$ cat src/rtl/l2_pkg.sv
// Shared constants and types for the L2 memory-side path: line/beat widths,
// line offset and the cacheline adaptor state encoding.
package l2_pkg;

  localparam int LINE_W  = 256;
  localparam int BURST_W = 64;
  localparam int ADDR_W  = 32;
  localparam int BEATS   = LINE_W / BURST_W;
  localparam int OFS     = $clog2(LINE_W / 8);

  typedef enum logic [1:0] {
    IDLE  = 2'd0,
    READ  = 2'd1,
    WRITE = 2'd2,
    DONE  = 2'd3
  } adaptor_state_t;

  typedef logic [LINE_W-1:0]  line_t;
  typedef logic [BURST_W-1:0] beat_t;

endpackage

$ cat src/rtl/l2_cacheline_adaptor.sv
// Turns one L2 cacheline read/write request into a 4-beat memory burst and
// returns a single-cycle completion pulse upstream.
module l2_cacheline_adaptor #(
  parameter int LINE_W  = l2_pkg::LINE_W,
  parameter int BURST_W = l2_pkg::BURST_W,
  parameter int ADDR_W  = l2_pkg::ADDR_W
) (
  input  logic               clk,
  input  logic               rst,
  input  logic [LINE_W-1:0]  line_i,
  output logic [LINE_W-1:0]  line_o,
  input  logic [ADDR_W-1:0]  address_i,
  input  logic               read_i,
  input  logic               write_i,
  output logic               resp_o,
  input  logic [BURST_W-1:0] burst_i,
  output logic [BURST_W-1:0] burst_o,
  output logic [ADDR_W-1:0]  address_o,
  output logic               read_o,
  output logic               write_o,
  input  logic               resp_i
);
  import l2_pkg::*;

  localparam int N_BEATS  = LINE_W / BURST_W;
  localparam int ADDR_OFS = $clog2(LINE_W / 8);
  localparam int CNT_W    = (N_BEATS > 1) ? $clog2(N_BEATS) : 1;
  localparam logic [ADDR_W-1:0] LINE_MASK = ~((ADDR_W'(1) << ADDR_OFS) - ADDR_W'(1));

  adaptor_state_t     state;
  adaptor_state_t     state_nxt;
  logic [CNT_W-1:0]   cnt;
  logic [LINE_W-1:0]  wr_line;
  logic [LINE_W-1:0]  rd_line;
  logic [ADDR_W-1:0]  addr_q;
  logic               last_beat;

  assign last_beat = resp_i && (cnt == CNT_W'(N_BEATS - 1));

  always_ff @(posedge clk or negedge rst) begin
    if (!rst) begin
      state <= IDLE;
    end else begin
      state <= state_nxt;
    end
  end

  // Write takes priority; a simultaneous read is still held by L2 and gets
  // picked up in the IDLE cycle after DONE.
  always_comb begin
    state_nxt = state;
    case (state)
      IDLE: begin
        if (write_i) begin
          state_nxt = WRITE;
        end else if (read_i) begin
          state_nxt = READ;
        end
      end
      READ:    if (last_beat) state_nxt = DONE;
      WRITE:   if (last_beat) state_nxt = DONE;
      DONE:    state_nxt = IDLE;
      default: state_nxt = IDLE;
    endcase
  end

  // The line offset is stripped at latch time so the burst address is
  // line-aligned and stays constant for the whole burst.
  always_ff @(posedge clk or negedge rst) begin
    if (!rst) begin
      cnt     <= '0;
      wr_line <= '0;
      rd_line <= '0;
      addr_q  <= '0;
    end else begin
      case (state)
        IDLE: begin
          cnt <= '0;
          if (write_i) begin
            wr_line <= line_i;
            addr_q  <= address_i & LINE_MASK;
          end else if (read_i) begin
            addr_q  <= address_i & LINE_MASK;
          end
        end
        READ: begin
          if (resp_i) begin
            rd_line[int'(cnt)*BURST_W +: BURST_W] <= burst_i;
            cnt <= cnt + CNT_W'(1);
          end
        end
        WRITE: begin
          if (resp_i) begin
            cnt <= cnt + CNT_W'(1);
          end
        end
        default: cnt <= '0;
      endcase
    end
  end

  assign read_o    = (state == READ);
  assign write_o   = (state == WRITE);
  assign resp_o    = (state == DONE);
  assign line_o    = rd_line;
  assign address_o = addr_q;
  assign burst_o   = wr_line[int'(cnt)*BURST_W +: BURST_W];

endmodule
$ cat config.mk
export PLATFORM = sky130hd
export DESIGN_NAME = l2_cacheline_adaptor
export DESIGN_NICKNAME = d
export VERILOG_FILES = /design/src/rtl/l2_pkg.sv /design/src/rtl/l2_cacheline_adaptor.sv
export SDC_FILE = /design/constraint.sdc
export NUM_CORES = 1
export LEC_CHECK = 0
export CAP_MARGIN = 20
export CORE_AREA = 2 2 277 279
export DETAILED_ROUTE_END_ITERATION = 8
export DIE_AREA = 0 0 279 281
export MAX_ROUTING_LAYER = met4
export PLACE_DENSITY_LB_ADDON = 0.1
export SYNTH_ARGS = -nofsm -noshare
export SYNTH_HDL_FRONTEND = slang
export SYNTH_SLANG_ARGS = --single-unit
export TNS_END_PERCENT = 20
$ cat constraint.sdc
create_clock -name clk -period 3.5 [get_ports clk]
set_input_delay 1.05 -clock clk [delete_from_list [all_inputs] [get_ports clk]]
set_output_delay 1.05 -clock clk [all_outputs]
set_load 0.005 [all_outputs]
==> summary by stage <==
Synthesis
Summed over its instances, the top area cell type makes up 63.52% of the synthesized netlist area. In the post-synthesis netlist, the cell with the most instances is dfrtp_1. The most common flop cell mapped by yosys is dfrtp_1. The largest total area in the synthesized netlist belongs to dfrtp_1. The flip-flop and latch count after synthesis is 543. Synthesis produced a netlist whose cell count is 1293. The total of warnings raised by yosys is 0. Counting instances in the post-synthesis netlist gives the leading cell types as 543 x dfrtp_1, 285 x mux2_2, 256 x a22o_1, 64 x mux4_2, 50 x buf_2. After synthesis the cells add up to 21390 sq um. The mean area per synthesized cell is 16.55 sq um.

The synthesized design contains 0 enable-type register cells. Yosys attributes the largest share of cell area to dfrtp_1 64%, mux2_2 15%, a22o_1 10%, mux4_2 6.7%, buf_2 1.2%. After synthesis, flip-flops and latches occupy 63.52% of the total area. The post-synthesis async set-or-reset flop share is 100.0%.

The count of different cell masters after synthesis is 30.

Critical path
The signal arrival time at the worst endpoint is 2320 ps. In this run the worst path has a maximum fanout of 22. The required time of the critical path is 2450 ps. The path type of the worst setup path is reg -> out. The longest individual stage delay on the worst path is 560 ps. Among all stages on the critical path, the largest delay is contributed by mux4_2. Setup slack on the worst reg-to-reg path comes out at 930 ps. Walking the worst path, the cells encountered are buf_16, mux4_2, dlygate4sd2_1. The kind of start point of the critical path is a flip-flop. The critical path endpoint category is a primary output.

Timing
The actual slew at the worst max-slew pin is 986.6 ps. Setup repair after global routing left no endpoint under its margin. The worst path in the final design needs a cycle of 3372 ps, including I/O delays and setup.

The total count of max-transition violations in the final report came to 0. After layout, the worst path uses 96.34% of the clock period. In this run the tightest slew margin relative to its limit is 34.23%.

Based on the critical path, the design can be clocked at up to 296.6 MHz. The smallest setup slack after layout is 128.0 ps. Setup violations remaining at the end of the flow were counted as 0. Summed over all failing endpoints, the final setup total negative slack is 0 ps. The clock arrives with 17.41 ps of skew. The final-report hold violation count is 0.

Global route
The number of antenna violations at the first check in global routing is 32. The leftover overflow at the end of global routing is 0. The number of global-route vias before repair is 15722.

In the global route stage, overall resource usage came out at 19.48%. Entering global routing, the biggest net connects 78 pins. The first global-routing pass estimated 110.3 mm of wire.

Final layout
The finished layout holds 3060 standard cells, fillers aside. The net count of the finished layout is 2368. The post-route netlist has 24.71% of its cells at a drive strength greater than 1. The finished cells cover 31840 sq um. The synthesis-to-finish area growth is 48.84%.

Clocking
The number of clock buffers inserted by TritonCTS is 61. The register clock-pin slew on the reported worst setup and hold paths is 60 ps. The insertion delay to the later sink of the worst-skew pair is 620 ps. Clock tree synthesis found a total of 543 sinks. The count of hold-fix buffers inserted at cts is 0.

The number of levels in the clock H-tree is 2. The root buffer selected by CTS is clkbuf_16. TritonCTS built the clock tree. In this run the deepest clock path goes through 3 buffers.

Placement
The pre-CTS setup slack is 412.5 ps. The placed standard-cell area is 29780 sq um. Once detailed placement completed, the half-perimeter wirelength came to 53.71 mm. At the end of routability-driven placement, the weighted congestion stood at 0.8409.

During placement, the flow inserted port buffers numbering 701. Counting tap cells, the placed design contains a total of 2915 instances.

Power
For this design the total switching power over the nets is 7.043 mW. The part of the power in the clock network is 26.6%. The overall power of the completed layout is 24.48 mW. The share of total power dissipated in sequential elements is 38.8%.

The internal power of the cells is 17.43 mW. In this run the power density over the cells is 768.7 nW/um^2. In this run switching power makes up 28.78% of total power. Combinational logic burns 34.6% of the power. In this run the static leakage power is 13.58 nW.

The worst IR drop on VDD is 462.4 uV.

Route
The via total after detailed routing is 14511. In this run, the number of DRC markers left after iteration 0 of detailed routing was 566. The first detailed-routing pass ran for 5 iterations. Dividing the detail-routed wire length by the instance count gives 24.62 um. Once detail routing completed, the nets flagged for antenna violations numbered 0. In the routed layout, each cell is associated on average with a via count of 4.742. The number of remaining DRC errors is 0. For this block, the routed nets add up to 75.32 mm of wire.

Die
The initial standard-cell utilization of the core is 28.36%. Pin placement for this block handled 712 I/O pins. The die is 281 um tall.

Measured along the x axis, the die boundary spans 279 um. The total die area is 78400 sq um. The core region is 75440 sq um.

The floorplan has 101 rows.

Hold path
The path class of the lowest-slack min-delay path is in -> async.

Status
The run finished with clean final reports.

Flow run
The reported max-cap violation count is 0.
## cell type report
class	instances	area, sq um
diodes	30	75.07
clock buffers	90	1795
clock inverters	24	242.7
fillers	6909	43600
inverters	6	22.52
multi-input cells	647	7307
flip-flops and latches	543	13600
well taps	978	1224
repair buffers	742	7579
## stage by stage
| stage | hold slack (ps) | util (%) |
|---|---|---|
| floorplan | 473.9 | - |
| global placement | 481.7 | 39.48 |
| detailed placement | 488.8 | 39.48 |
| CTS | 460.7 | 42.10 |
| global route | 482.8 | 42.20 |
| finish | 471.1 | 42.20 |
## cells by family (layout without fill, tap and decap cells)
kind of cell    count (synthesis)  after routing  share of synthesized area, %
compound gates                259            259                         10.58
xor+xnor                        1              1                       0.04095
fa+ha+maj                      10             10                        0.5849
buf+inv                       107            862                         2.556
flops                         543            543                         63.52
mux                           350            350                         21.79
other cells                     1             35                       0.01753
simple gates                   22             22                        0.9183
## power by group through the flow
stage               Sequential [mW]  Clock (mW)  Combinational [mW]
floorplan                      9.23           0                4.63
global placement               9.53           0                9.06
detailed placement             9.63           0                9.13
CTS                            9.53        6.72                8.69
global route                   9.77        6.99                9.12
finish                         9.51        6.50                8.47
## worst paths after layout
check / start / to / cells past startpoint
worst max-delay path: cnt[0]$_DFFE_PN0P_ / burst_o[30] / 3
worst min-delay path: rst / line_o[151]$_DFFE_PN0P_ / 1
worst max register to register: cnt[0]$_DFFE_PN0P_ / line_o[23]$_DFFE_PN0P_ / 7
worst min register to register: wr_line[166]$_DFFE_PN0P_ / wr_line[166]$_DFFE_PN0P_ / 1
max in group asynchronous: rst / wr_line[223]$_DFFE_PN0P_ / 2
min in group clk: wr_line[166]$_DFFE_PN0P_ / wr_line[166]$_DFFE_PN0P_ / 1
## routing by layer
metal / GRT usage (%) / vias to the layer above / part of all wire (%)
li1: - / 6380 / -
met1: 22.29 / 7514 / 39
met2: 32.05 / 518 / 50
met3: 7.141 / 99 / 8.9
met4: 5.611 / 0 / 2.6
met5: - / - / 0
## worst max-delay path, delay by kind of cell, from the launching register on
kind,cells,cell delay (ps)
flip-flops,1,550
multiplexers,1,560
buffers and inverters,2,560
## timing repair
action,in CTS,in global routing
endpoints found under the setup margin,64,1
buffers inserted,1,0
gates resized for setup,66,1
## flip-flops by register name, summed over array words and instances (netlist names)
name	cells
address_o	27
cnt	2
line_o	256
state	2
wr_line	256
## cells in the final DEF, fill, tap and decap left out, drive strengths merged, types with 2 or more instances in the layout
master	Yosys	final
dlygate4sd2	0	63
ha	10	10
mux2	285	285
inv	6	9
buf	67	42
mux4	64	64
diode	0	30
nor2	2	2
conb	1	5
o21ai	2	2
nor4	2	2
nand3	5	5
clkinvlp	0	3
nor4b	2	2
nand2b	2	2
bufinv	0	4
clkinv	0	14
clkbuf	34	90
clkdlybuf4s50	0	636
nand2	4	4
dfrtp	543	543
a22o	256	256
(Power assumes the default switching activity.)
